## src/rtl/pong_pkg.sv

```systemverilog
// Shared Pong definitions: state encoding, score nibble layout, screen geometry
// and a saturating score increment.
package pong_pkg;

    localparam logic [2:0] S_IDLE  = 3'd0;
    localparam logic [2:0] S_SERVE = 3'd1;
    localparam logic [2:0] S_PLAY  = 3'd2;
    localparam logic [2:0] S_POINT = 3'd3;
    localparam logic [2:0] S_PAUSE = 3'd4;
    localparam logic [2:0] S_OVER  = 3'd5;

    typedef enum logic [2:0] {
        ST_IDLE  = S_IDLE,
        ST_SERVE = S_SERVE,
        ST_PLAY  = S_PLAY,
        ST_POINT = S_POINT,
        ST_PAUSE = S_PAUSE,
        ST_OVER  = S_OVER
    } state_t;

    localparam int SCREEN_W = 640;
    localparam int SCREEN_H = 480;

    // Score bus layout: opponent in the upper nibble, player in the lower.
    localparam int OPP_MSB = 7;
    localparam int PLR_MSB = 3;

    function automatic logic [3:0] sat_inc4(input logic [3:0] v);
        return (v == 4'hF) ? v : v + 4'd1;
    endfunction

endpackage

```

## src/rtl/pong_game_ctrl_if.sv

```systemverilog
// Control/status bundle between the game sequencer and the rest of the Pong core.
// Events are single-cycle pulses sampled on the rising clk edge; there is no
// backpressure, so a pulse is consumed (or dropped) in the cycle it appears.
interface pong_game_ctrl_if;
    logic       frame_tick;
    logic       start_btn;
    logic       pause_btn;
    logic       evt_left_miss;
    logic       evt_right_miss;
    logic       evt_paddle_hit;
    logic       ball_center;
    logic       ball_move_en;
    logic       paddle_move_en;
    logic       serve_dir;
    logic [2:0] speed;
    logic [7:0] score;
    logic [2:0] state;
    logic       game_over;
    logic       winner;

    modport master (
        input  frame_tick, start_btn, pause_btn,
        input  evt_left_miss, evt_right_miss, evt_paddle_hit,
        output ball_center, ball_move_en, paddle_move_en, serve_dir,
        output speed, score, state, game_over, winner
    );

    modport slave (
        output frame_tick, start_btn, pause_btn,
        output evt_left_miss, evt_right_miss, evt_paddle_hit,
        input  ball_center, ball_move_en, paddle_move_en, serve_dir,
        input  speed, score, state, game_over, winner
    );
endinterface

```

## src/rtl/pong_btn_edge.sv

```systemverilog
// Rising-edge detector for an already-synchronised button level. History resets
// to 1 so a button held through reset never produces an edge.
module pong_btn_edge (
    input  logic clk,
    input  logic rst_n,
    input  logic level,
    output logic rise
);
    logic prev_q;

    always_ff @(posedge clk) begin
        if (!rst_n) prev_q <= 1'b1;
        else        prev_q <= level;
    end

    assign rise = level & ~prev_q;
endmodule

```

## src/rtl/pong_game_ctrl.sv

```systemverilog
// Pong match sequencer: state machine, scores, serve direction and ball speed.
// All outputs are registered from the next-state decode.
module pong_game_ctrl
    import pong_pkg::*;
#(
    parameter int WIN_SCORE        = 7,
    parameter int SERVE_FRAMES     = 60,
    parameter int POINT_FRAMES     = 30,
    parameter int HITS_PER_SPEEDUP = 4,
    parameter int SPEED_MAX        = 4
) (
    input  logic             clk,
    input  logic             rst_n,
    pong_game_ctrl_if.master bus
);
    localparam int FRAME_MAX = (SERVE_FRAMES > POINT_FRAMES) ? SERVE_FRAMES : POINT_FRAMES;
    localparam int FW        = $clog2(FRAME_MAX + 1);
    localparam int HW        = $clog2(HITS_PER_SPEEDUP + 1);

    localparam logic [FW-1:0] SERVE_LOAD = FW'(SERVE_FRAMES);
    localparam logic [FW-1:0] POINT_LOAD = FW'(POINT_FRAMES);
    localparam logic [FW-1:0] FRAME_ONE  = FW'(1);
    localparam logic [HW-1:0] HIT_LAST   = HW'(HITS_PER_SPEEDUP - 1);
    localparam logic [2:0]    SPD_MAX    = 3'(SPEED_MAX);
    localparam logic [3:0]    WIN_NIB    = 4'(WIN_SCORE);

    state_t        state_q, state_d;
    logic [7:0]    score_q, score_d;
    logic [2:0]    speed_q, speed_d;
    logic          dir_q, dir_d;
    logic [HW-1:0] hit_q, hit_d;
    logic [FW-1:0] frame_q, frame_d;
    logic          winner_q, winner_d;
    logic          center_q, center_d;
    logic          move_q, move_d;
    logic          paddle_q, paddle_d;
    logic          over_q, over_d;

    logic start_rise, pause_rise;

    pong_btn_edge u_start_edge (
        .clk   (clk),
        .rst_n (rst_n),
        .level (bus.start_btn),
        .rise  (start_rise)
    );

    pong_btn_edge u_pause_edge (
        .clk   (clk),
        .rst_n (rst_n),
        .level (bus.pause_btn),
        .rise  (pause_rise)
    );

    always_ff @(posedge clk) begin
        if (!rst_n) begin
            state_q  <= ST_IDLE;
            score_q  <= 8'h00;
            speed_q  <= 3'd1;
            dir_q    <= 1'b1;
            hit_q    <= '0;
            frame_q  <= '0;
            winner_q <= 1'b0;
            center_q <= 1'b1;
            move_q   <= 1'b0;
            paddle_q <= 1'b0;
            over_q   <= 1'b0;
        end else begin
            state_q  <= state_d;
            score_q  <= score_d;
            speed_q  <= speed_d;
            dir_q    <= dir_d;
            hit_q    <= hit_d;
            frame_q  <= frame_d;
            winner_q <= winner_d;
            center_q <= center_d;
            move_q   <= move_d;
            paddle_q <= paddle_d;
            over_q   <= over_d;
        end
    end

    always_comb begin
        state_d  = state_q;
        score_d  = score_q;
        speed_d  = speed_q;
        dir_d    = dir_q;
        hit_d    = hit_q;
        frame_d  = frame_q;
        winner_d = winner_q;

        case (state_q)
            ST_IDLE, ST_OVER: begin
                if (start_rise) begin
                    state_d  = ST_SERVE;
                    score_d  = 8'h00;
                    speed_d  = 3'd1;
                    hit_d    = '0;
                    dir_d    = 1'b1;
                    frame_d  = SERVE_LOAD;
                    winner_d = 1'b0;
                end
            end
            ST_SERVE: begin
                if (bus.frame_tick) begin
                    if (frame_q == FRAME_ONE) state_d = ST_PLAY;
                    else                      frame_d = frame_q - FRAME_ONE;
                end
            end
            ST_PLAY: begin
                // Fixed priority: left miss, right miss, pause, paddle hit.
                if (bus.evt_left_miss || bus.evt_right_miss) begin
                    if (bus.evt_left_miss) begin
                        score_d[PLR_MSB -: 4] = sat_inc4(score_q[PLR_MSB -: 4]);
                        dir_d = 1'b0;
                    end else begin
                        score_d[OPP_MSB -: 4] = sat_inc4(score_q[OPP_MSB -: 4]);
                        dir_d = 1'b1;
                    end
                    state_d = ST_POINT;
                    speed_d = 3'd1;
                    hit_d   = '0;
                    frame_d = POINT_LOAD;
                end else if (pause_rise) begin
                    state_d = ST_PAUSE;
                end else if (bus.evt_paddle_hit) begin
                    if (hit_q == HIT_LAST) begin
                        hit_d   = '0;
                        speed_d = (speed_q < SPD_MAX) ? speed_q + 3'd1 : speed_q;
                    end else begin
                        hit_d = hit_q + HW'(1);
                    end
                end
            end
            ST_PAUSE: begin
                if (pause_rise) state_d = ST_PLAY;
            end
            ST_POINT: begin
                if (bus.frame_tick) begin
                    if (frame_q == FRAME_ONE) begin
                        if (score_q[PLR_MSB -: 4] == WIN_NIB || score_q[OPP_MSB -: 4] == WIN_NIB) begin
                            state_d  = ST_OVER;
                            winner_d = (score_q[PLR_MSB -: 4] == WIN_NIB);
                        end else begin
                            state_d = ST_SERVE;
                            frame_d = SERVE_LOAD;
                        end
                    end else begin
                        frame_d = frame_q - FRAME_ONE;
                    end
                end
            end
            default: state_d = ST_IDLE;
        endcase

        center_d = (state_d == ST_IDLE) || (state_d == ST_SERVE) || (state_d == ST_OVER);
        move_d   = (state_d == ST_PLAY);
        paddle_d = (state_d == ST_SERVE) || (state_d == ST_PLAY);
        over_d   = (state_d == ST_OVER);
    end

    assign bus.state          = state_q;
    assign bus.score          = score_q;
    assign bus.speed          = speed_q;
    assign bus.serve_dir      = dir_q;
    assign bus.winner         = winner_q;
    assign bus.ball_center    = center_q;
    assign bus.ball_move_en   = move_q;
    assign bus.paddle_move_en = paddle_q;
    assign bus.game_over      = over_q;
endmodule
```

## src/flat_wrapper.sv

```systemverilog
// flat-port wrapper written by rule: the top's interface ports become plain ports
module pong_game_ctrl_flat import pong_pkg::*;
#(
    parameter int WIN_SCORE        = 7,
    parameter int SERVE_FRAMES     = 60,
    parameter int POINT_FRAMES     = 30,
    parameter int HITS_PER_SPEEDUP = 4,
    parameter int SPEED_MAX        = 4
)
  (clk, rst_n, bus_frame_tick, bus_start_btn, bus_pause_btn, bus_evt_left_miss, bus_evt_right_miss, bus_evt_paddle_hit, bus_ball_center, bus_ball_move_en, bus_paddle_move_en, bus_serve_dir, bus_speed, bus_score, bus_state, bus_game_over, bus_winner);
  pong_game_ctrl_if bus_i ();
  input  logic clk;
  input  logic rst_n;
  input wire logic [$bits(bus_i.frame_tick)-1:0] bus_frame_tick;
  input wire logic [$bits(bus_i.start_btn)-1:0] bus_start_btn;
  input wire logic [$bits(bus_i.pause_btn)-1:0] bus_pause_btn;
  input wire logic [$bits(bus_i.evt_left_miss)-1:0] bus_evt_left_miss;
  input wire logic [$bits(bus_i.evt_right_miss)-1:0] bus_evt_right_miss;
  input wire logic [$bits(bus_i.evt_paddle_hit)-1:0] bus_evt_paddle_hit;
  output wire logic [$bits(bus_i.ball_center)-1:0] bus_ball_center;
  output wire logic [$bits(bus_i.ball_move_en)-1:0] bus_ball_move_en;
  output wire logic [$bits(bus_i.paddle_move_en)-1:0] bus_paddle_move_en;
  output wire logic [$bits(bus_i.serve_dir)-1:0] bus_serve_dir;
  output wire logic [$bits(bus_i.speed)-1:0] bus_speed;
  output wire logic [$bits(bus_i.score)-1:0] bus_score;
  output wire logic [$bits(bus_i.state)-1:0] bus_state;
  output wire logic [$bits(bus_i.game_over)-1:0] bus_game_over;
  output wire logic [$bits(bus_i.winner)-1:0] bus_winner;
  assign bus_i.frame_tick = bus_frame_tick;
  assign bus_i.start_btn = bus_start_btn;
  assign bus_i.pause_btn = bus_pause_btn;
  assign bus_i.evt_left_miss = bus_evt_left_miss;
  assign bus_i.evt_right_miss = bus_evt_right_miss;
  assign bus_i.evt_paddle_hit = bus_evt_paddle_hit;
  assign bus_ball_center = bus_i.ball_center;
  assign bus_ball_move_en = bus_i.ball_move_en;
  assign bus_paddle_move_en = bus_i.paddle_move_en;
  assign bus_serve_dir = bus_i.serve_dir;
  assign bus_speed = bus_i.speed;
  assign bus_score = bus_i.score;
  assign bus_state = bus_i.state;
  assign bus_game_over = bus_i.game_over;
  assign bus_winner = bus_i.winner;
  pong_game_ctrl #(.WIN_SCORE(WIN_SCORE), .SERVE_FRAMES(SERVE_FRAMES), .POINT_FRAMES(POINT_FRAMES), .HITS_PER_SPEEDUP(HITS_PER_SPEEDUP), .SPEED_MAX(SPEED_MAX)) u_core (.clk(clk), .rst_n(rst_n), .bus(bus_i));
endmodule
```

## config.mk

```make
export PLATFORM = sky130hd
export DESIGN_NAME = pong_game_ctrl_flat
export DESIGN_NICKNAME = d
export VERILOG_FILES = /design/src/rtl/pong_pkg.sv /design/src/rtl/pong_game_ctrl_if.sv /design/src/rtl/pong_btn_edge.sv /design/src/rtl/pong_game_ctrl.sv /design/src/flat_wrapper.sv
export SDC_FILE = /design/constraint.sdc
export NUM_CORES = 1
export LEC_CHECK = 0
export BUFFER_PORTS_ARGS = -buffer_cell sky130_fd_sc_hd__buf_4
export CORE_ASPECT_RATIO = 0.9
export CORE_MARGIN = 4
export CORE_UTILIZATION = 50
export DETAILED_ROUTE_END_ITERATION = 12
export PLACE_DENSITY = 0.85
export REMOVE_ABC_BUFFERS = 1
export SYNTH_ARGS = -nofsm -noshare
export SYNTH_HDL_FRONTEND = slang
export SYNTH_SLANG_ARGS = --single-unit
```

## constraint.sdc

```tcl
create_clock -name clk -period 1.8 [get_ports clk]
set_input_delay 0.36 -clock clk [delete_from_list [all_inputs] [get_ports clk]]
set_output_delay 0.36 -clock clk [all_outputs]
set_load 0.03 [all_outputs]
```

Word level (Yosys, flattened, before mapping)
Index checks and enable logic that the tools add are counted.
W data, S select, Z words.

operators by class
  muxes and demuxes = 47
  reductions and logical operators = 18
  eq/ne operators = 30
  add/sub/neg operators = 5
  order comparisons = 1
  bitwise operators = 4

operator list
  cell                   count
  $mux W3                20
  $mux W6                7
  $pmux W6 S4            1
  $mux W4                4
  $mux W8                2
  $pmux W8 S2            1
  $pmux W3 S5            1
  $reduce_and A5 Y1      3
  $ne A2 B2 Y1 const B   7
  $eq A3 B2 Y1 const B   4
  $pmux W3 S2            2
  $eq A3 B3 Y1 const B   3
  $add A4 B1 Y4 const B  2
  $eq A4 B3 Y1 const B   2
  $eq A4 B4 Y1 const B   2
  $ne A2 B1 Y1 const B   4
  $mux W1                7
  $reduce_and A7 Y1      1
  $add A3 B1 Y3 const B  2
  $eq A3 B1 Y1 const B   2
  $eq A6 B1 Y1 const B   1
  $logic_not A3 Y1       2
  $ne A3 B1 Y1 const B   2
  $ne A3 B3 Y1 const B   2
  other kinds (13)       21

word-level totals
  logic and storage cells = 119
  flip-flop bits (word level) = 31
  output and inout port bits = 20

Depth between registers and ports, before layout
Gate-level depths: netlist (run 1).

  depth after elaboration = 9
  depth in mapped cells = 8
  mapped depth without buffers = 7

Modules after synthesis
A second synthesis (run 1) with hierarchy kept.

unflattened totals
  cells, all modules = 205
  area total of the unflattened synthesis = 1783.0 um^2

by module, submodules not included
  module          times used  cells each  area an instance (um^2)  seq. area each (um^2)
  pong_game_ctrl  1           199         1702.9                   580.6
  pong_btn_edge   2           3           40.0                     20.0

Worst setup path after synthesis (run 1)
No wires, ideal clock.

  kind = reg-to-reg
  start point = register u_core.state_q[0], in the netlist u_core.bus.state[0]
  end point = register u_core.speed_q[1], in the netlist u_core.bus.speed[1]
  clock period less this slack = 1969 ps
  setup slack = -169 ps
  stages on the path, launching flop included = 8
  required time = 1735 ps
  arrival time = 1904 ps
  cell sequence = dfxtp_1 -> buf_2 -> or3b_2 -> clkbuf_1 -> nor3_4 -> a22oi_1 -> mux2_2 -> nor2_1

on the way
  word-level cells in the longest chain between the ends = 4
  elaborated cells on any way between the ends = 12
  those cells by class = eq/ne: 7; mux: 1; reduce/logical: 4

RTL lines
  element                                                              RTL line              source
  start: declaration                                                   pong_game_ctrl.sv:27  state_t state_q, state_d;
  start signal: assignment                                             pong_game_ctrl.sv:69  state_q <= state_d;
  $eq A3 B3 Y1 or $logic_not A3 Y1 (tied branches)                     pong_game_ctrl.sv:92  case (state_q)
  $reduce_or A2 Y1                                                     pong_game_ctrl.sv:92
  $ne A2 B1 Y1 (no source line) or $reduce_bool A2 Y1 (tied branches)  --
  $reduce_and A6 Y1 (no source line)                                   --
  end signal: assignment                                               pong_game_ctrl.sv:71  speed_q <= speed_d;
  end: declaration                                                     pong_game_ctrl.sv:29  logic [2:0] speed_q, speed_d;

Parallel ways exist; a longest one is shown, timed or not.
A chain may end at the register's enable or synchronous reset.

Final worst setup path (run 1)
  start point = register u_core.frame_q[2]
  end point = register u_core.paddle_q, in the netlist u_core.bus.paddle_move_en

on the way
  word-level cells in the longest chain between the ends = 6
  elaborated cells on any way between the ends = 9
  those cells by class = eq/ne: 3; mux: 5; reduce/logical: 1

RTL lines
  element                                       RTL line                                      source
  start: declaration                            pong_game_ctrl.sv:32                          logic [FW-1:0] frame_q, frame_d;
  start signal: assignment                      pong_game_ctrl.sv:74                          frame_q <= frame_d;
  $eq A6 B1 Y1 (*)                              pong_game_ctrl.sv:106, pong_game_ctrl.sv:140
  $mux W3, on equally long branches             pong_game_ctrl.sv:140, pong_game_ctrl.sv:106
  $mux W3, on equally long branches             pong_game_ctrl.sv:139, pong_game_ctrl.sv:105
  $pmux W3 S5 (*)                               pong_game_ctrl.sv:92
  $eq A3 B1 Y1 or $eq A3 B2 Y1 (tied branches)  pong_game_ctrl.sv:158                         paddle_d = (state_d == ST_SERVE) || (state_d == ST_PLAY);
  $logic_or A1 B1 Y1 (*)                        pong_game_ctrl.sv:158
  end signal: assignment                        pong_game_ctrl.sv:78                          paddle_q <= paddle_d;
  end: declaration                              pong_game_ctrl.sv:36                          logic paddle_q, paddle_d;

Every way passes the cells marked *; elsewhere a longest branch is shown, timed or not.

==> metrics.md, run 1 <==
| Metric | Value |
|---|---|
| Status | complete, but fails checks |
| Failing checks | setup timing |
| Via density | 5.75 |
| Least-Margin Pin Slew | approximately 0.43 ns |
| Diodes inserted | 0 |
| Final period utilization | 1.01 |
| Fill count | 275 |
| Area after DPL | 2230 um^2 |
| Sequential fraction of the synthesis area | 0.354 |
| Initial Util | 0.519 |
| # nets final | 287 |
| CP Launch Type | flop |
| CP max stage delay | 0.58 ns |
| H-tree Lvls | 2 |
| CTS tree | yes |
| Top-level I/O count | 28 |
| Routability Congestion | between 0.9 and 1 |
| Placed cells | 308 |
| Setup violators final | 1 |
| Power per cell area | 648 nW/um^2 |
| Synth async-reset ratio | 0 |
| CTS root buffer | clkbuf_8 |
| Placeable Area | approximately 3400 um^2 |
| Die Y | 64.2 um |
| Crit path max fanout | 5 |
| Top delay family on crit path | simple AND/OR/NAND/NOR gates |
| Max Clock Skew | between 0.006 and 0.007 ns |
| CP max-delay cell | or4_4 |
| R2R Setup Slk | -0.02 ns |
| Hold Slack | 0.283 ns |
| Slew HR | 0.712 |
| Synthesized area per cell | 8.27 um^2 |
| Top cells by area, synth | dfxtp_1 35%, a21oi_1 5.1%, nor2_1 4.7%, ha_1 4.3%, nand2b_1 3.9% |
| Row cnt | 20 |
| Pre-CTS setup slack | -0.254 ns |
| Synthesized cell area | about 1800 um^2 |
| Hold path cells | 2 |
| Clock transition at path regs | about 0.070 ns |
| Largest net degree at the start of global routing | 14 |
| First-pass GRT wire length | 7.85 mm |
| Area used by multi-input combinational logic | approximately 1100 um^2 |
| Worst Hold Path EP | u_core.u_pause_edge.prev_q |
| Max_cap viols | 0 |
| DR iter-0 viols | 193 |
| Vias in the first global route | 1695 |
| Via Count | 1827 |
| Setup TNS | -0.0189 ns |
| Total grt overflow | 0 |
| Peak Freq | 550 MHz |
| Final instance area | 2400 um^2 |
| Worst EP arrival | a little over 2 ns |
| FF-to-FF End | u_core.bus.paddle_move_en |
| Worst hold-check path type | primary input to flop |
| CP Buf/Inv Count | 0 |
| Most numerous cell in the Yosys netlist | dfxtp_1 |
| FF+latch count, synth | 31 |
| Distinct cell type count after synthesis | 49 |
| Yosys warnings | 0 |
| Commonest cells in the synthesized netlist | 31 x dfxtp_1, 22 x nor2_1, 18 x a21oi_1 |
| CP Cell Sequence | or4_4 -> o211ai_1 -> nand3_1 -> or3b_1 -> a21oi_1 |
| Hold wc startpoint | bus_pause_btn |
| Hold Fails Final Rpt | 0 |
| VDD IR max | 0.000427 V |
| Crit Path Class | flop to flop |
| CTS Buffer Depth | 2 |
| Die area | 4520 um^2 |
| Routed WL | 4.72 mm |
| Initial antenna violation count | 0 |
| Post-synth top area cell | dfxtp_1 |
| Die width | 70.4 um |
| Post-CTS Hold Buffers | 0 |
| Pleak | 0.991 nW |
| Layout cell share with drive strength beyond 1 | 0.347 |
| DRT Pass-1 Iters | 4 |
| Max-slew violation count | 0 |
| PortBufs | 27 |
| Count of flip-flops with a built-in enable after synthesis | 0 |
| Final non-filler cell total | 318 |
| Area growth from synthesis to layout | 36.9% |
| Synthesized netlist cell count | 212 |
| RR Startpoint | u_core.frame_q[2] |
| CP required | 2.02 ns |
| DR WL/cell | 14.8 um |
| Final core utilization | 0.711 |
| CP Capture Type | flop |
| Clock sink count | 31 |
| Ys flop type | dfxtp_1 |
| Unrepaired setup endpoints after global routing | yes |
| Final setup margin | -0.0189 ns |
| Power Total | 1.56 mW |
| Clock Latency Late Sink | ~0.29 ns |
| Top cell type's share of synthesized area | 0.354 |
| Min cycle time layout | ~1.8 ns |
| GRT Overall Usage | 0.216 |
| Worst reg-to-reg path cell count | 5 |
| Post-DP HPWL | 3.26 mm |
| DRC Markers | 0 |
| Post-DRT Antenna Nets | 0 |
| TritonCTS buffer count | 5 |
| Sequential cell area | around 630 um^2 |
[power breakdown]
| group | leakage, nW | switching, mW | internal, mW |
|---|---|---|---|
| Clock | 0.0422 | 0.261 | 0.271 |
| Combinational | 0.695 | 0.163 | 0.138 |
| Sequential | 0.254 | 0.0161 | 0.707 |
| Total | 0.991 | 0.440 | 1.12 |
[layout make-up]
type,instances,area share
Inverter,10,0.0156
Multi-Input combinational cell,162,0.471
Sequential cell,31,0.260
Tap cell,44,0.0229
Clock inverter,1,0.00208
Clock buffer,7,0.0318
Timing Repair Buffer,63,0.196
[how the worst max path moves through the flow]
stage / startpoint / endpoint / cells after the start
final: u_core.frame_q[2] / u_core.bus.paddle_move_en / 5
after CTS: u_core.frame_q[2] / u_core.bus.paddle_move_en / 5
after global placement: bus_evt_right_miss / u_core.bus.paddle_move_en / 6
after global routing: u_core.frame_q[2] / u_core.bus.paddle_move_en / 5
after detailed placement: bus_evt_right_miss / u_core.bus.paddle_move_en / 6
after floorplan: u_core.bus.state[2] / u_core.frame_q[5] / 5
[state kept, by name, indices dropped and copies added (netlist names)]
register,flops
u_core.bus.speed,3
u_core.bus.paddle_move_en,1
u_core.bus.serve_dir,1
u_core.bus.score,8
u_core.frame_q,6
u_core.bus.state,3
u_core.bus.ball_center,1
u_core.u_start_edge.prev_q,1
u_core.bus.winner,1
u_core.bus.game_over,1
u_core.bus.ball_move_en,1
u_core.hit_q,3
u_core.u_pause_edge.prev_q,1
[worst reg2reg max path: stages (launching register included)]
cell	delay, ns
dfxtp_1	0.31
or4_4	0.58
o211ai_1	0.24
nand3_1	0.13
or3b_1	0.35
a21oi_1	0.14
[logic make-up after synthesis]
logic type,Yosys count,synth area share
mux,7,0.0407
compound gates,56,0.219
buf+inv,19,0.0442
flops,31,0.354
fa+ha+maj,6,0.0428
simple gates,88,0.275
xor+xnor,5,0.0250
[cells in the final DEF (no fill, tap or decap), drive strengths merged, types with 3 or more instances in the layout]
master,Yosys,final
buf,5,63
dfxtp,31,31
nor2,22,22
a21oi,18,18
o21ai,13,13
nand2,12,12
nand2b,11,11
inv,10,10
nand3,10,10
nor3,7,7
clkbuf,4,7
mux2i,6,6
ha,6,6
and2,5,5
nand4,4,4
o22ai,4,4
nor2b,4,4
xnor2,3,3
or3b,3,3
[routing by layer]
metal / wire [um] / global-route usage / share of wire / vias up
met5: 0 / 0 / 0 / -
met4: 81 / 0.0789 / 0.017 / 0
met3: 283 / 0.0597 / 0.060 / 10
met2: 2350 / 0.361 / 0.50 / 68
met1: 2010 / 0.265 / 0.43 / 860
li1: - / - / - / 889
[timing repair]
item / CTS / global route
setup buffers: 0 / 1
gates cloned: 1 / 0
gates resized for setup: 8 / 13
pin swaps: 4 / 3
endpoints found under the setup margin: 7 / 16
Power figures use the tool's default switching activity.
==> run 2: changes to the inputs <==
--- a/config.mk
+++ b/config.mk
@@ -7,7 +7,6 @@
 export LEC_CHECK = 0
 export BUFFER_PORTS_ARGS = -buffer_cell sky130_fd_sc_hd__buf_4
 export CORE_ASPECT_RATIO = 0.9
-export CORE_MARGIN = 4
 export CORE_UTILIZATION = 50
 export DETAILED_ROUTE_END_ITERATION = 12
 export PLACE_DENSITY = 0.85
==> run 2 against run 1 <==
Register-to-register slack lost 0.07 ns. Final cell count increased by 3.1%. Sequential cell count did not move. Largest cell class unchanged. Power hardly changed. Sequential power about the same. Combinational power rose by 10%. Non-clock buffer count rose by 12. Clock skew fell by 0.00079 ns. Critical path type unchanged. The flow still finishes with violations (setup timing). Die area decreased by 17%. Clock power shrank 5.6%.
==> metrics.md, run 2 (synthesized netlist as in run 1, its figures left out) <==
| Metric | Value |
|---|---|
| Failing checks | setup timing (unchanged) |
| Slew HR | 0.654 (was 0.712) |
| Status | complete, but fails checks (unchanged) |
| Power per cell area | 626 nW/um^2 (was 648 nW/um^2) |
| CTS root buffer | clkbuf_8 (unchanged) |
| Post-DRT Antenna Nets | 0 (unchanged) |
| Unrepaired setup endpoints after global routing | yes (unchanged) |
| Met1 usage | 0.329 (was 0.265) |
| Max_cap viols | 0 (unchanged) |
| Clock transition at path regs | 0.06 ns (was 0.07 ns) |
| Hold path cells | 2 (unchanged) |
| CP Cell Sequence | or4_4 -> o211ai_1 -> nand3_1 -> or3b_4 -> a21oi_2 (was or4_4 -> o211ai_1 -> nand3_1 -> or3b_1 -> a21oi_1) |
| DR WL/cell | 14.9 um (was 14.8 um) |
| Row cnt | 20 (unchanged) |
| Power Total | 1.56 mW (about the same) |
| Top-level I/O count | 28 (unchanged) |
| CTS Buffer Depth | 2 (unchanged) |
| Final non-filler cell total | 328 (was 318) |
| Most frequent cells in the layout | 75 x buf_4, 29 x dfxtp_1, 22 x nor2_1, 15 x a21oi_1 (was 62 x buf_4, 27 x dfxtp_1, 21 x nor2_1, 16 x a21oi_1, 12 x nand2_1) |
| Setup violators final | 5 (was 1) |
| Worst EP arrival | 2.10 ns (was 2.04 ns) |
| Global-route track usage on met3 | 0.0650 (was 0.0597) |
| Max Clock Skew | 0.00575 ns (was 0.00654 ns) |
| Final instance area | 2490 um^2 (was 2400 um^2) |
| CP max-delay cell | or4_4 (unchanged) |
| CP Capture Type | flop (unchanged) |
| Final core utilization | 0.741 (was 0.711) |
| R2R Setup Slk | -0.09 ns (was -0.02 ns) |
| # nets final | 299 (was 287) |
| CP Launch Type | flop (unchanged) |
| Clock sink count | 31 (unchanged) |
| Die area | 3750 um^2 (was 4520 um^2) |
| Largest net degree at the start of global routing | 14 (unchanged) |
| Worst reg-to-reg path cell count | 5 (unchanged) |
| Min cycle time layout | 1.89 ns (was 1.82 ns) |
| DR iter-0 viols | 173 (was 193) |
| Setup TNS | -0.189 ns (was -0.0189 ns) |
| CP max stage delay | 0.57 ns (was 0.58 ns) |
| Area growth from synthesis to layout | 41.7% (was 36.9%) |
| Diodes inserted | 0 (unchanged) |
| Vias in the first global route | 1782 (was 1695) |
| Placeable Area | 3350 um^2 (was 3380 um^2) |
| First-pass GRT wire length | 7.85 mm (about the same) |
| Final period utilization | 1.05 (was 1.01) |
| Peak Freq | 530 MHz (was 550 MHz) |
| Max FFs per register | 8 (unchanged) |
| Pre-CTS setup slack | -0.312 ns (was -0.254 ns) |
| Hold wc startpoint | bus_start_btn (was bus_pause_btn) |
| Initial Util | 0.523 (was 0.519) |
| PortBufs | 27 (unchanged) |
| Hold Fails Final Rpt | 0 (unchanged) |
| Clock Latency Late Sink | 0.28 ns (was 0.29 ns) |
| H-tree Lvls | 2 (unchanged) |
| Hold Slack | 0.294 ns (was 0.283 ns) |
| FF-to-FF End | u_core.bus.paddle_move_en (unchanged) |
| Initial antenna violation count | 0 (unchanged) |
| Crit path max fanout | 4 (was 5) |
| VDD IR max | 0.000436 V (was 0.000427 V) |
| Post-DP HPWL | 3.33 mm (was 3.26 mm) |
| TritonCTS buffer count | 5 (unchanged) |
| Die Y | 58.2 um (was 64.2 um) |
| DRC Markers | 0 (unchanged) |
| Top delay family on crit path | simple AND/OR/NAND/NOR gates (unchanged) |
| Worst Hold Path EP | u_core.u_start_edge.prev_q (was u_core.u_pause_edge.prev_q) |
| DRT Pass-1 Iters | 5 (was 4) |
| Pleak | 1.05 nW (was 0.991 nW) |
| Worst hold-check path type | primary input to flop (unchanged) |
| Die width | 64.4 um (was 70.4 um) |
| Busiest layer in global routing | met2 (unchanged) |
| CP Buf/Inv Count | 0 (unchanged) |
| CTS tree | yes (unchanged) |
| Placed cells | 314 (was 308) |
| Via density | 5.72 (was 5.75) |
| RR Startpoint | u_core.frame_q[5] (was u_core.frame_q[2]) |
| Routed WL | 4.90 mm (was 4.72 mm) |
| Total grt overflow | 0 (unchanged) |
| CP required | 2.02 ns (about the same) |
| Area after DPL | 2270 um^2 (was 2230 um^2) |
| GRT Overall Usage | 0.274 (was 0.216) |
| Met2 global-route usage | 0.472 (was 0.361) |
| Layout cell share with drive strength beyond 1 | 0.377 (was 0.347) |
| Least-Margin Pin Slew | 0.518 ns (was 0.431 ns) |
| Crit Path Class | flop to flop (unchanged) |
| Final setup margin | -0.0875 ns (was -0.0189 ns) |
| Routability Congestion | 0.967 (was 0.903) |
| Commonest non-fill, non-tap cell in the layout | buf_4 (unchanged) |
| Max-slew violation count | 0 (unchanged) |
| Via Count | 1877 (was 1827) |
-- run 2: area by class of cell --
type	count	area (um^2)
multi-input cells	162	1130
fillers	238	867
flip-flops and latches	31	623
repair buffers	75	563
clock buffers	6	72.6
well taps	44	55.1
inverters	10	37.5
-- run 2: how the worst max path moves through the flow --
stage,cells after the start,slack [ns],endpoint,startpoint
floorplan,5,-0.32,u_core.frame_q[5],u_core.bus.state[2]
global route,5,-0.14,u_core.bus.paddle_move_en,u_core.frame_q[5]
global placement,6,-0.23,u_core.bus.paddle_move_en,bus_evt_right_miss
finish,5,-0.09,u_core.bus.paddle_move_en,u_core.frame_q[5]
CTS,5,-0.04,u_core.bus.paddle_move_en,u_core.frame_q[4]
detailed placement,6,-0.31,u_core.bus.paddle_move_en,bus_evt_right_miss
-- run 2: worst reg2reg max path, cell delays in order, from the launching register on --
cell and delay (ns):
dfxtp_1 0.31, or4_4 0.57, o211ai_1 0.28, nand3_1 0.15
or3b_4 0.40, a21oi_2 0.11
-- run 2: what timing repair did --
action,in CTS,in global routing
buffers inserted,7,0
endpoints found under the setup margin,10,14
resized for setup,10,12
pin swaps,8,3
gates cloned,1,0
hold buffers,0,0
-- run 2: report_power, final --
group	total [mW]	switching, mW	internal (mW)
Sequential	0.722	0.0159	0.707
Clock	0.502	0.245	0.257
Combinational	0.331	0.171	0.160
-- run 2: metal layers --
layer,routed length [um],vias to the layer above
li1,-,912
met3,243,12
met2,2400,65
met5,0,-
met1,2180,888
met4,69,0
==> run 3: changes to the inputs <==
--- a/config.mk
+++ b/config.mk
@@ -5,9 +5,9 @@
 export SDC_FILE = /design/constraint.sdc
 export NUM_CORES = 1
 export LEC_CHECK = 0
+export ABC_AREA = 1
 export BUFFER_PORTS_ARGS = -buffer_cell sky130_fd_sc_hd__buf_4
-export CORE_ASPECT_RATIO = 0.9
-export CORE_UTILIZATION = 50
+export CORE_UTILIZATION = 51
 export DETAILED_ROUTE_END_ITERATION = 12
 export PLACE_DENSITY = 0.85
 export REMOVE_ABC_BUFFERS = 1
==> run 3 against run 2 <==
Wire length shrank 14%. Via count grew 3.4%. Power grew 14%. Final area shrank 11%. The run now ends clean. Global-route usage shrank 3.7 points. Combinational power grew 61%. Highest routed layer unchanged. Critical path depth grew 4. Critical path type unchanged. Synthesized cell count grew 41%. Final cell count grew 16%.
==> metrics.md, run 3 <==
| Metric | Value |
|---|---|
| Status | finished, final reports clean (was complete, but fails checks) |
| Synthesized cell area | 1870 um^2 (was 1750 um^2) |
| Post-CTS Hold Buffers | 0 (unchanged) |
| TritonCTS buffer count | 5 (unchanged) |
| VDD IR max | 0.000540 V (was 0.000436 V) |
| Pint | 1.15 mW (was 1.12 mW) |
| Routability Congestion | 0.960 (was 0.967) |
| Power per cell area | 804 nW/um^2 (was 626 nW/um^2) |
| Pleak | 1.14 nW (was 1.05 nW) |
| Clock transition at path regs | 0.10 ns (was 0.06 ns) |
| Die area | 3910 um^2 (was 3750 um^2) |
| CP Cell Sequence | inv_1 -> nand2_1 -> nand2_1 -> nand3_2 -> nand2_1 -> nor2_2 -> nand2_4 -> nor2_1 -> nor2_1 (was or4_4 -> o211ai_1 -> nand3_1 -> or3b_4 -> a21oi_2) |
| Slew HR | 0.702 (was 0.654) |
| Placed cells | 371 (was 314) |
| DR WL/cell | 11.1 um (was 14.9 um) |
| CP max-delay cell | dfxtp_1 (was or4_4) |
| Most frequent cells in the layout | 95 x nand2_1, 38 x inv_1, 36 x nor2_1, 31 x buf_4, 31 x dfxtp_1 (was 75 x buf_4, 29 x dfxtp_1, 22 x nor2_1, 15 x a21oi_1) |
| Yosys warnings | 0 (unchanged) |
| H-tree Lvls | 2 (unchanged) |
| Total grt overflow | 0 (unchanged) |
| Area growth from synthesis to layout | 18.2% (was 41.7%) |
| Top cell type's share of synthesized area | 0.332 (was 0.354) |
| Synth async-reset ratio | 0 (unchanged) |
| Max_cap viols | 0 (unchanged) |
| Initial Util | 0.547 (was 0.523) |
| Clock Latency Late Sink | 0.33 ns (was 0.28 ns) |
| CP Launch Type | flop (unchanged) |
| Vias in the first global route | 1720 (was 1782) |
| Top delay family on crit path | simple AND/OR/NAND/NOR gates (unchanged) |
| Crit Path Class | flop to flop (unchanged) |
| DRT Pass-1 Iters | 4 (was 5) |
| Hold Fails Final Rpt | 0 (unchanged) |
| Via Count | 1940 (was 1877) |
| DR iter-0 viols | 106 (was 173) |
| Crit path max fanout | 11 (was 4) |
| Final period utilization | 0.920 (was 1.05) |
| CP required | 2.04 ns (was 2.02 ns) |
| Sequential fraction of the synthesis area | 0.332 (was 0.354) |
| Top-level I/O count | 28 (unchanged) |
| CP Capture Type | flop (unchanged) |
| Worst EP arrival | 1.90 ns (was 2.10 ns) |
| CTS root buffer | clkbuf_4 (was clkbuf_8) |
| Layout cell share with drive strength beyond 1 | 0.162 (was 0.377) |
| Top cells by area, synth | dfxtp_1 33%, nand2_1 19%, nand3_1 7.8%, inv_1 7.6%, nor2_1 7.2% (was dfxtp_1 35%, a21oi_1 5.1%, nor2_1 4.7%, ha_1 4.3%, nand2b_1 3.9%) |
| Sw frac | 0.352 (was 0.278) |
| Final non-filler cell total | 379 (was 328) |
| Post-CTS Setup Inserts | 0 (was 7) |
| Power share of the sequential group | 0.439 (was 0.464) |
| Setup TNS | 0 ns (was -0.189 ns) |
| Clock power share | 0.261 (was 0.323) |
| CP max stage delay | 0.45 ns (was 0.57 ns) |
| Count of flip-flops with a built-in enable after synthesis | 0 (unchanged) |
| Worst hold-check path type | primary input to flop (unchanged) |
| Power Total | 1.77 mW (was 1.56 mW) |
| PortBufs | 27 (unchanged) |
| Row cnt | 21 (was 20) |
| FF+latch count, synth | 31 (unchanged) |
| Diodes inserted | 0 (unchanged) |
| Post-DP HPWL | 3.20 mm (was 3.33 mm) |
| First-pass GRT wire length | 7.40 mm (was 7.85 mm) |
| CP dominant cell by count | nand2_1 |
| Final core utilization | 0.647 (was 0.741) |
| CTS Buffer Depth | 2 (unchanged) |
| Comb pwr share | 0.300 (was 0.213) |
| Distinct cell type count after synthesis | 24 (was 49) |
| GRT Overall Usage | 0.237 (was 0.274) |
| Ys flop type | dfxtp_1 (unchanged) |
| CTS tree | yes (unchanged) |
| Peak Freq | 604 MHz (was 530 MHz) |
| Fill count | 328 (was 238) |
| Synthesized area per cell | 6.27 um^2 (was 8.27 um^2) |
| Max FFs per register | 8 (unchanged) |
| Setup violators final | 0 (was 5) |
| CP Buf/Inv Count | 1 (was 0) |
| Die Y | 62.5 um (was 58.2 um) |
| Largest net degree at the start of global routing | 17 (was 14) |
| Most numerous cell in the Yosys netlist | nand2_1 (was dfxtp_1) |
| Commonest non-fill, non-tap cell in the layout | nand2_1 (was buf_4) |
| DRC Markers | 0 (unchanged) |
| Initial antenna violation count | 0 (unchanged) |
| Min cycle time layout | 1.66 ns (was 1.89 ns) |
| Synthesized netlist cell count | 298 (was 212) |
| Post-DRT Antenna Nets | 0 (unchanged) |
| Via density | 5.12 (was 5.72) |
| Routed WL | 4.20 mm (was 4.90 mm) |
| Least-Margin Pin Slew | 0.446 ns (was 0.518 ns) |
| Commonest cells in the synthesized netlist | 95 x nand2_1, 38 x inv_1, 36 x nor2_1 (was 31 x dfxtp_1, 22 x nor2_1, 18 x a21oi_1) |
| Placeable Area | 3420 um^2 (was 3350 um^2) |
| Die width | 62.5 um (was 64.4 um) |
| Post-cts resize count | 0 (was 10) |
| Post-synth top area cell | dfxtp_1 (unchanged) |
| Clock sink count | 31 (unchanged) |
| Unrepaired setup endpoints after global routing | no (was yes) |
| Max-slew violation count | 0 (unchanged) |
| Max Clock Skew | 0.00970 ns (was 0.00575 ns) |
| Sw Pwr | 0.624 mW (was 0.432 mW) |
| # nets final | 346 (was 299) |
[run 3: cell count changes after synthesis, sizes merged, moves of 5 or more]
cell    previous run  this run
nand4              4         9
and2               5         0
inv               10        40
mux2i              6         0
nand3             10        33
nand2b            11         0
nor2              22        42
nand2             12        98
[run 3: cell type report]
type | instances | area (um^2) | share of cell area
clock buffers | 8 | 68.8 | 0.0312
inverters | 40 | 150 | 0.0680
multi-input cells | 223 | 1080 | 0.488
flip-flops and latches | 31 | 621 | 0.281
well taps | 46 | 57.6 | 0.0261
repair buffers | 31 | 233 | 0.105
[run 3: worst reg2reg max path, delay by kind of cell (launching register included)]
kind                   cells  cell delay [ns]
and+or+nand+nor            8             1.01
buffers and inverters      1             0.12
DFF                        1             0.45
[run 3: stage by stage]
stage | hold slack [ns] | setup WS [ns] | instance area (um^2)
after floorplan | 0.429 | 0.132 | 1850
after global placement | 0.450 | 0.182 | 2140
after detailed placement | 0.458 | 0.157 | 2140
final | 0.213 | 0.144 | 2210
after global routing | 0.207 | 0.00906 | 2210
after CTS | 0.206 | 0.148 | 2210
[run 3: worst paths after layout]
| check | cells past startpoint | slack [ns] | from | to |
|---|---|---|---|---|
| max | 9 | 0.14 | u_core.bus.state[1] | u_core.frame_q[4] |
| min | 3 | 0.21 | bus_pause_btn | u_core.u_pause_edge.prev_q |
| max reg2reg | 9 | 0.14 | u_core.bus.state[1] | u_core.frame_q[4] |
| min reg2reg | 2 | 0.48 | u_core.hit_q[2] | u_core.hit_q[2] |
[run 3: power groups by stage]
stage          registers [mW]  logic [mW]  clock network [mW]
2_1_floorplan           0.841       0.334                   0
3_3_place_gp            0.793       0.515                   0
3_5_place_dp            0.794       0.527                   0
4_1_cts                 0.778       0.532               0.476
5_1_grt                 0.786       0.606               0.511
6_report                0.779       0.533               0.463
[run 3: layer usage]
| metal | routed length [um] | GRT usage | vias to the layer above | part of all wire |
|---|---|---|---|---|
| li1 | - | - | 1012 | - |
| met1 | 1920 | 0.305 | 865 | 0.46 |
| met2 | 1970 | 0.391 | 58 | 0.47 |
| met3 | 262 | 0.0493 | 5 | 0.062 |
| met4 | 48 | 0.0785 | 0 | 0.011 |
| met5 | 0 | 0 | - | 0 |
[run 3: logic make-up (layout without fill, tap and decap cells)]
family / count (synthesis) / count (layout) / synth area share
buffers and inverters: 44 / 79 / 0.0904
AND/OR/NAND/NOR: 188 / 188 / 0.453
adder cells (fa/ha/maj): 6 / 6 / 0.0402
AO/OA/AOI/OAI: 26 / 26 / 0.0703
XOR/XNOR: 3 / 3 / 0.0141
flip-flops: 31 / 31 / 0.332
